`src/rtl/branch_predictor_unit.sv`:
```
// Direct-mapped BTB with per-entry saturating counters, optional gshare indexing,
// global branch history and saturating performance counters. Lookup is combinational.
module branch_predictor_unit #(
    parameter int WORD_SIZE  = 16,
    parameter int INDEX_BITS = 4,
    parameter int CTR_BITS   = 2,
    parameter int GSHARE     = 0,
    parameter int HIST_BITS  = 4,
    parameter int STAT_W     = 16
) (
    input  logic                 clk,
    input  logic                 reset_n,
    input  logic [WORD_SIZE-1:0] if_pc,
    output logic [WORD_SIZE-1:0] pred_pc,
    output logic                 pred_taken,
    output logic                 pred_hit,
    output logic [HIST_BITS-1:0] pred_hist,
    input  logic                 upd_valid,
    input  logic [WORD_SIZE-1:0] upd_pc,
    input  logic                 upd_is_jump,
    input  logic                 upd_taken,
    input  logic [WORD_SIZE-1:0] upd_target,
    input  logic [HIST_BITS-1:0] upd_hist,
    input  logic                 upd_mispredict,
    output logic [STAT_W-1:0]    stat_branches,
    output logic [STAT_W-1:0]    stat_mispred
);
    localparam int ENTRIES = 1 << INDEX_BITS;
    localparam logic [CTR_BITS-1:0] CTR_MAX = '1;
    localparam logic [CTR_BITS-1:0] CTR_WT  = CTR_BITS'(1) << (CTR_BITS - 1);
    localparam logic [CTR_BITS-1:0] CTR_WNT = CTR_WT - CTR_BITS'(1);

    logic [ENTRIES-1:0]   valid_q;
    logic [WORD_SIZE-1:0] tag_q [ENTRIES];
    logic [WORD_SIZE-1:0] tgt_q [ENTRIES];
    logic [ENTRIES-1:0]   jmp_q;
    logic [CTR_BITS-1:0]  ctr_q [ENTRIES];
    logic [HIST_BITS-1:0] hist_q, hist_d;
    logic [STAT_W-1:0]    br_q, br_d, mis_q, mis_d;

    logic [INDEX_BITS-1:0] lk_idx, up_idx;
    logic                  up_hit, up_tkn, wr_en;
    logic [CTR_BITS-1:0]   ctr_d;
    logic [WORD_SIZE-1:0]  tgt_d;

    // History is zero-extended into the XOR; GSHARE=0 masks it out entirely.
    assign lk_idx = if_pc[INDEX_BITS-1:0]  ^ ((GSHARE != 0) ? INDEX_BITS'(hist_q)   : '0);
    assign up_idx = upd_pc[INDEX_BITS-1:0] ^ ((GSHARE != 0) ? INDEX_BITS'(upd_hist) : '0);

    assign pred_hit   = valid_q[lk_idx] && (tag_q[lk_idx] == if_pc);
    assign pred_taken = pred_hit && (jmp_q[lk_idx] || ctr_q[lk_idx][CTR_BITS-1]);
    assign pred_pc    = pred_taken ? tgt_q[lk_idx] : if_pc + WORD_SIZE'(1);
    assign pred_hist  = (GSHARE != 0) ? hist_q : '0;

    assign up_hit = valid_q[up_idx] && (tag_q[up_idx] == upd_pc);
    assign up_tkn = upd_is_jump || upd_taken;
    assign wr_en  = upd_valid && (up_hit || up_tkn);
    assign tgt_d  = up_tkn ? upd_target : tgt_q[up_idx];

    always_comb begin
        ctr_d = ctr_q[up_idx];
        if (!up_hit) begin
            ctr_d = CTR_WT;
        end else if (!upd_is_jump) begin
            if (upd_taken && ctr_q[up_idx] != CTR_MAX)
                ctr_d = ctr_q[up_idx] + CTR_BITS'(1);
            else if (!upd_taken && ctr_q[up_idx] != '0)
                ctr_d = ctr_q[up_idx] - CTR_BITS'(1);
        end
    end

    generate
        if (HIST_BITS == 1) begin : g_hist1
            assign hist_d = upd_taken;
        end else begin : g_histn
            assign hist_d = {hist_q[HIST_BITS-2:0], upd_taken};
        end
    endgenerate

    assign br_d  = (&br_q)  ? br_q  : br_q  + STAT_W'(1);
    assign mis_d = (&mis_q) ? mis_q : mis_q + STAT_W'(1);

    always_ff @(posedge clk) begin
        if (!reset_n) begin
            valid_q <= '0;
            for (int i = 0; i < ENTRIES; i++) ctr_q[i] <= CTR_WNT;
            hist_q  <= '0;
            br_q    <= '0;
            mis_q   <= '0;
        end else if (upd_valid) begin
            if (wr_en) begin
                valid_q[up_idx] <= 1'b1;
                ctr_q[up_idx]   <= ctr_d;
            end
            if (!upd_is_jump) hist_q <= hist_d;
            br_q <= br_d;
            if (upd_mispredict) mis_q <= mis_d;
        end
    end

    // Payload fields need no reset: they are only observed behind valid_q.
    always_ff @(posedge clk) begin
        if (reset_n && wr_en) begin
            tag_q[up_idx] <= upd_pc;
            tgt_q[up_idx] <= tgt_d;
            jmp_q[up_idx] <= upd_is_jump;
        end
    end

    assign stat_branches = br_q;
    assign stat_mispred  = mis_q;
endmodule

```
`config.mk`:
```
export PLATFORM = sky130hd
export DESIGN_NAME = branch_predictor_unit
export DESIGN_NICKNAME = d
export VERILOG_FILES = /design/src/rtl/branch_predictor_unit.sv
export SDC_FILE = /design/constraint.sdc
export NUM_CORES = 1
export LEC_CHECK = 0
export ABC_AREA = 1
export CAP_MARGIN = 20
export CORE_MARGIN = 2
export CORE_UTILIZATION = 61
export DETAILED_ROUTE_END_ITERATION = 8
export MAX_ROUTING_LAYER = met4
export PLACE_DENSITY_LB_ADDON = 0.12
export SYNTH_ARGS = -nofsm -noshare
export SYNTH_HDL_FRONTEND = slang
export SYNTH_SLANG_ARGS = --single-unit
```
`constraint.sdc`:
```
create_clock -name clk -period 3.4 [get_ports clk]
set_input_delay 0.68 -clock clk [delete_from_list [all_inputs] [get_ports clk]]
set_output_delay 0.68 -clock clk [all_outputs]
set_load 0.01 [all_outputs]
```
==> results.txt, run 1 <==
final hold slack - 0.442 ns
Placed Area - 32500 µm²
status - finished with violations
YS warnings - 0
Die H - 221 µm
setup violators final - 18
Post-synth EDFFs - 560
R2R cell count - 19
WL/cell - 23.9 µm
CTS Sinks - 608
CTS buffer count - 60
via-per-instance ratio - 6.11
std cell rows - 79
Max-Cap Viols - 0
H-tree depth - 2
Final nets - 3374
Leak - 14.2 nW
main combinational cell family by area after synthesis - simple AND/OR/NAND/NOR gates
footprint of the multi-input gates - 9680 µm²
Routed Antenna Nets - 0
dpl ws - -0.727 ns
largest net degree at the start of global routing - 66
grt ovf - 0
Hold Vio Cnt, Final - 0
Worst Path Arrival - 2.96 ns
I/O pin total - 112
clock insertion delay at the later pin of the skew report - 0.66 ns
compound-cell area share of the yosys netlist - 8.94%
most common cell in the netlist - nand2_1
clock root buffer - clkbuf_16
initial DRC count - 3373
violated checks - negative setup slack
Avg Cell Area, Syn - 9.66 µm²
GPL Wtd Cong - 1.00
cts hold-fix bufs - 0
FFs w/ async S/R, synth - 0%
Post-Syn Instances - 2968
clk buf depth - 3
layout cells sized above 1 - 18.5%
Area contributors post-synth - edfxtp_1 (59%), nand2_1 (13%), o21ai_0 (4.2%), nor2_1 (3.7%), dfxtp_1 (3.4%)
Vias - 24265
Synth Area in Simple Gates - 22.4%
synth-to-layout area growth - 24.7%
hold depth - 2
RSZ-0062 raised after global routing - yes
hold crit path type - in2reg
fin crit share - 107%
final wirelength - 95000 µm
clock slew seen by the registers of the worst setup and hold paths - 0.06 ns
Crit. End Element - output pin
port bufs - 103
Final Slew Violations - 0
measured slew at the worst slew-check pin - 0.958 ns
core area - 46500 µm²
register area - 17800 µm²
vias in the first global route - 23253
CTS tree - yes
Top FF cell, synth - edfxtp_1
worst-path maximum fanout - 7
register bit total from synthesis - 608
DIE WIDTH - 221 µm
top post-synthesis cells by count - nand2_1 (958), edfxtp_1 (560), nor2_1 (284)
Fill cells - 3052
design area - 35700 µm²
cell taking the most area after synthesis - edfxtp_1
Synth Area in XOR/XNOR - 0.458%
mux cell area share after synthesis - 0%
share of the synthesized area in the top cell type - 58.7%
first-pass GRT wire length - 137000 µm
Max Freq - 0.275 GHz
CP startpoint kind - primary input
Die ar. - 48800 µm²
worst vdd ir - 0.515 mV
PwrDens - 487 nW/µm²
Netlist cell types - 49
1st-pass router iterations - 9
sequential share of the synthesized area - 62.0%
Initial Util - 61.7%
Crit Path Class - in2out
GRT Total Usage - 38.3%
final HPWL from detailed placement - 60100 µm
initial antenna violation count - 0
worst setup margin - -0.238 ns
min Tclk post-route - 3.64 ns
Post-Synth Adder-Cell Area - 0.218%
clock skew - 0.0341 ns
DRC viols - 0
Max-slew headroom - 36.1%
Post-Synthesis Cell Area - 28700 µm²
Worst EP required - 2.72 ns
area by class of cell:
type,count,share of cell area [%]
clock buffers,75,4.65
diodes,1,0.00700
well taps,607,2.12
clock inverters,39,1.42
repair buffers,443,12.8
inverters,192,2.17
multi-input cells,2006,27.1
flip-flops and latches,608,49.7
power breakdown:
group / internal (mW) / switching, mW
logic: 0.696 / 1.21
registers: 8.25 / 0.0428
clock network: 4.26 / 2.95
through the flow:
stage | total power [mW] | TNS [ns] | instances | utilization, %
5_1_grt | 17.8 | -4.86 | 3970 | 76.9
4_1_cts | 17.3 | -2.53 | 3945 | 75.3
3_5_place_dp | 10.2 | -198.20 | 3822 | 70.1
3_3_place_gp | 10.1 | -186.72 | 3822 | 70.1
2_1_floorplan | 9.32 | 0 | 2971 | -
6_report | 17.4 | -3.54 | 3971 | 77.0
cells by family (layout without fill, tap and decap cells):
kind of cell | after synthesis | count (layout)
buffers and inverters | 357 | 749
AOI/OAI and AO/OA | 434 | 434
and+or+nand+nor | 1548 | 1548
DFF | 608 | 608
adders and majority gates | 5 | 5
xor gates and xnor gates | 15 | 15
other | 1 | 5
placed cells by master (no fill, tap or decap), types with 12 or more instances in the layout:
cell type        instances
a21oi_1                 39
inv_2                   12
nor3_2                  15
nor2_1                 267
nor3_1                  22
clkinv_2                12
nand3_2                 24
clkinv_1                12
xor2_1                  15
clkbuf_16               77
edfxtp_1               560
buf_2                   18
nor2_4                  14
buf_4                  250
a22oi_1                 50
nand3_1                140
o21ai_0                240
nand2_1                914
inv_1                  165
buf_6                   21
nand2_2                 42
nand4_1                 63
o211ai_1                25
buf_12                  56
a221oi_1                32
dfxtp_1                 48
o21ai_1                 19
nor2_2                  17
clkdlybuf4s50_1         78
sequential cells by signal, indices dropped and copies added, names as in the netlist:
name / cells
stat_branches: 16
tag_q: 256
tgt_q: 256
valid_q: 16
ctr_q: 32
stat_mispred: 16
jmp_q: 16
worst max-delay path: stages:
cell      delay, ns
buf_8          0.09
buf_12         0.14
nand2_8        0.08
buf_16         0.15
o211ai_1       0.52
nand2_1        0.11
nand2_1        0.10
inv_2          0.05
nand3_1        0.08
nand2_1        0.07
nor2_2         0.14
nand2_2        0.08
nor2_4         0.14
nand3_2        0.12
buf_6          0.15
nand2_2        0.06
nand2_1        0.05
buf_2          0.14
routing by layer:
metal  track usage [%]  routed length (µm)  vias to the layer above
li1                  -                   -                    10849
met5                 -                   0                        -
met2              60.3               44600                     1554
met4              21.5                6540                        0
met3              7.32               10400                      362
met1              46.5               33500                    11500
worst paths after layout:
check | slack, ns | startpoint | end
setup / recovery | -0.24 | if_pc[1] | pred_pc[14]
hold / removal | 0.44 | upd_pc[0] | tag_q[11][0]
setup reg to reg | 0.30 | tag_q[8][8] | tag_q[8][5]
hold reg to reg | 0.46 | valid_q[1] | valid_q[1]
what timing repair did:
item / in CTS / in global routing
setup endpoints to repair: 18 / 318
setup buffers: 6 / 13
cloned: 4 / 13
resized for setup: 132 / 110
pin swaps: 40 / 50
Power figures use the tool's default switching activity.
==> run 2: changes to the inputs <==
--- a/config.mk
+++ b/config.mk
@@ -11,7 +11,7 @@
 export CORE_UTILIZATION = 61
 export DETAILED_ROUTE_END_ITERATION = 8
 export MAX_ROUTING_LAYER = met4
-export PLACE_DENSITY_LB_ADDON = 0.12
+export PLACE_DENSITY = 0.82
 export SYNTH_ARGS = -nofsm -noshare
 export SYNTH_HDL_FRONTEND = slang
 export SYNTH_SLANG_ARGS = --single-unit
==> run 2 against run 1 <==
The run still ends with negative setup slack left. Hold slack improved by 0.00055 ns. Via count increased by 1.6%. Critical path depth did not move. Combinational power is essentially flat. First-iteration DRC count fell by 2.0%. Sequential share of layout area is 0.39 points higher. Non-clock buffer count rose by 4. Die area did not move. Fmax grew 1.1%. Global-route usage is essentially flat. Count of clock-buffer cells in the layout unchanged. Critical endpoint is now pred_pc[3]. Largest cell class unchanged. Largest power group unchanged. Highest routed layer unchanged.
==> results.txt, run 2 (same netlist as run 1, synthesis figures left out) <==
DRC viols - 0 (unchanged)
clock root buffer - clkbuf_16 (unchanged)
CP startpoint kind - primary input (unchanged)
most common cell after layout, fill and taps aside - nand2_1 (unchanged)
worst-path maximum fanout - 8 (was 7)
initial antenna violation count - 0 (unchanged)
PwrDens - 477 nW/µm² (was 487 nW/µm²)
GRT Total Usage - 38.3% (about the same)
CTS Sinks - 608 (unchanged)
violated checks - negative setup slack (unchanged)
clock insertion delay at the later pin of the skew report - 0.67 ns (was 0.66 ns)
Die H - 221 µm (unchanged)
clock slew seen by the registers of the worst setup and hold paths - 0.06 ns (about the same)
flop2flop setup slack - 0.39 ns (was 0.30 ns)
Clock Power Share - 39.6% (was 41.4%)
I/O pin total - 112 (unchanged)
via-per-instance ratio - 6.21 (was 6.11)
Fill cells - 2929 (was 3052)
largest registers - tag_q (256), tgt_q (256), ctr_q (32) (unchanged)
fin crit share - 106% (was 107%)
RSZ-0062 raised after global routing - yes (unchanged)
reg-to-reg startpoint - tag_q[5][0] (was tag_q[8][8])
Crit. End Element - output pin (unchanged)
hold depth - 2 (unchanged)
setup_tns - -2.78 ns (was -3.54 ns)
CTS tree - yes (unchanged)
std cell rows - 79 (unchanged)
largest net degree at the start of global routing - 65 (was 66)
worst vdd ir - 0.572 mV (was 0.515 mV)
CTS buffer count - 59 (was 60)
hold crit path type - reg2reg (was in2reg)
R2R cell count - 18 (was 19)
final wirelength - 91900 µm (was 95000 µm)
status - finished with violations (unchanged)
Worst Setup SP - if_pc[0] (was if_pc[1])
switch share - 24.4% (was 24.1%)
Die ar. - 48800 µm² (unchanged)
vias in the first global route - 24433 (was 23253)
clk buf depth - 3 (unchanged)
worst hold start - valid_q[9] (was upd_pc[0])
clock skew - 0.0541 ns (was 0.0341 ns)
setup violators final - 18 (unchanged)
Leak - 14.2 nW (about the same)
Initial Util - 61.7% (unchanged)
first-pass GRT wire length - 139000 µm (was 137000 µm)
GPL Wtd Cong - 0.952 (was 1.00)
Int Power - 12.8 mW (was 13.2 mW)
Flop pwr share - 49.0% (was 47.7%)
layout cells sized above 1 - 18.5% (about the same)
min Tclk post-route - 3.60 ns (was 3.64 ns)
1st-pass router iterations - 7 (was 9)
Routed Antenna Nets - 0 (unchanged)
cts hold-fix bufs - 0 (unchanged)
Max Freq - 0.278 GHz (was 0.275 GHz)
Vias - 24661 (was 24265)
initial DRC count - 3306 (was 3373)
commonest non-fill, non-tap cells in the layout - nand2_1 (917), edfxtp_1 (560), nor2_1 (276) (was nand2_1 (914), edfxtp_1 (560), nor2_1 (267))
port bufs - 103 (unchanged)
Worst EP required - 2.72 ns (about the same)
dpl ws - -0.867 ns (was -0.727 ns)
Max-slew headroom - 33.9% (was 36.1%)
core area - 46500 µm² (unchanged)
grt ovf - 0 (unchanged)
combinational share of power - 11.3% (was 10.9%)
H-tree depth - 2 (unchanged)
Worst Path Arrival - 2.92 ns (was 2.96 ns)
Hold Vio Cnt, Final - 0 (unchanged)
NetSw - 4.13 mW (was 4.20 mW)
Final nets - 3377 (was 3374)
Final Slew Violations - 0 (unchanged)
DIE WIDTH - 221 µm (unchanged)
WL/cell - 23.1 µm (was 23.9 µm)
Crit Path Class - in2out (unchanged)
measured slew at the worst slew-check pin - 0.991 ns (was 0.958 ns)
final HPWL from detailed placement - 58400 µm (was 60100 µm)
worst setup margin - -0.197 ns (was -0.238 ns)
Max-Cap Viols - 0 (unchanged)
synth-to-layout area growth - 23.7% (was 24.7%)
-- run 2: worst paths after layout --
check,to
worst min-delay path,valid_q[9]
worst max-delay path,pred_pc[3]
worst min register to register,valid_q[9]
worst max register to register,tag_q[7][5]
-- run 2: power groups by stage --
stage / sequential, mW / combinational (mW) / clock [mW]
2_1_floorplan: 8.44 / 0.874 / 0
3_3_place_gp: 8.45 / 1.69 / 0
3_5_place_dp: 8.45 / 1.74 / 0
4_1_cts: 8.29 / 1.85 / 6.71
5_1_grt: 8.30 / 2.04 / 7.03
6_report: 8.30 / 1.91 / 6.71
-- run 2: cell type report --
class                   instances  area (µm²)  area share, %
clock inverters                35         429           1.21
flip-flops and latches        608       17800           50.1
multi-input cells            2006        9690           27.3
diodes                          1        2.50        0.00706
inverters                     192         753           2.12
well taps                     607         759           2.14
repair buffers                447        4490           12.6
clock buffers                  75        1570           4.42
-- run 2: worst max-delay path, stage by stage --
cell and delay [ns]:
buf_16 0.13, buf_12 0.15, nor2_4 0.26, buf_12 0.18, buf_16 0.13, nand2_1 0.06
nand4_1 0.10, nand3_2 0.12, nand3_2 0.09, nand2_1 0.07, nor2_1 0.12, nand2_1 0.10
nor2_4 0.17, nand3_2 0.12, buf_6 0.16, nand2_1 0.05, nand2_1 0.06, buf_2 0.14
-- run 2: per-stage QoR --
step	instances	instance area [µm²]	utilization [%]	hold slack (ns)	total power, mW
3_3_place_gp	3837	32700	70.3	0.433	10.1
5_1_grt	3970	35500	76.3	0.464	17.4
4_1_cts	3970	35300	76.1	0.445	16.9
2_1_floorplan	2971	28700	-	0.422	9.32
3_5_place_dp	3837	32700	70.3	0.435	10.2
6_report	3971	35500	76.3	0.442	16.9
-- run 2: layer usage --
layer / GRT usage (%) / part of all wire, % / vias to the layer above
met2: 61.6 / 48 / 1886
met4: 22.6 / 6.7 / 0
li1: - / - / 10859
met1: 45.9 / 34 / 11465
met5: - / 0 / -
met3: 6.21 / 11 / 451
-- run 2: what timing repair did --
action / 4_1_cts / 5_1_grt
setup buffers: 18 / 1
resized for setup: 199 / 41
pin swaps: 45 / 29
setup endpoints to repair: 18 / 287
cloned: 8 / 0
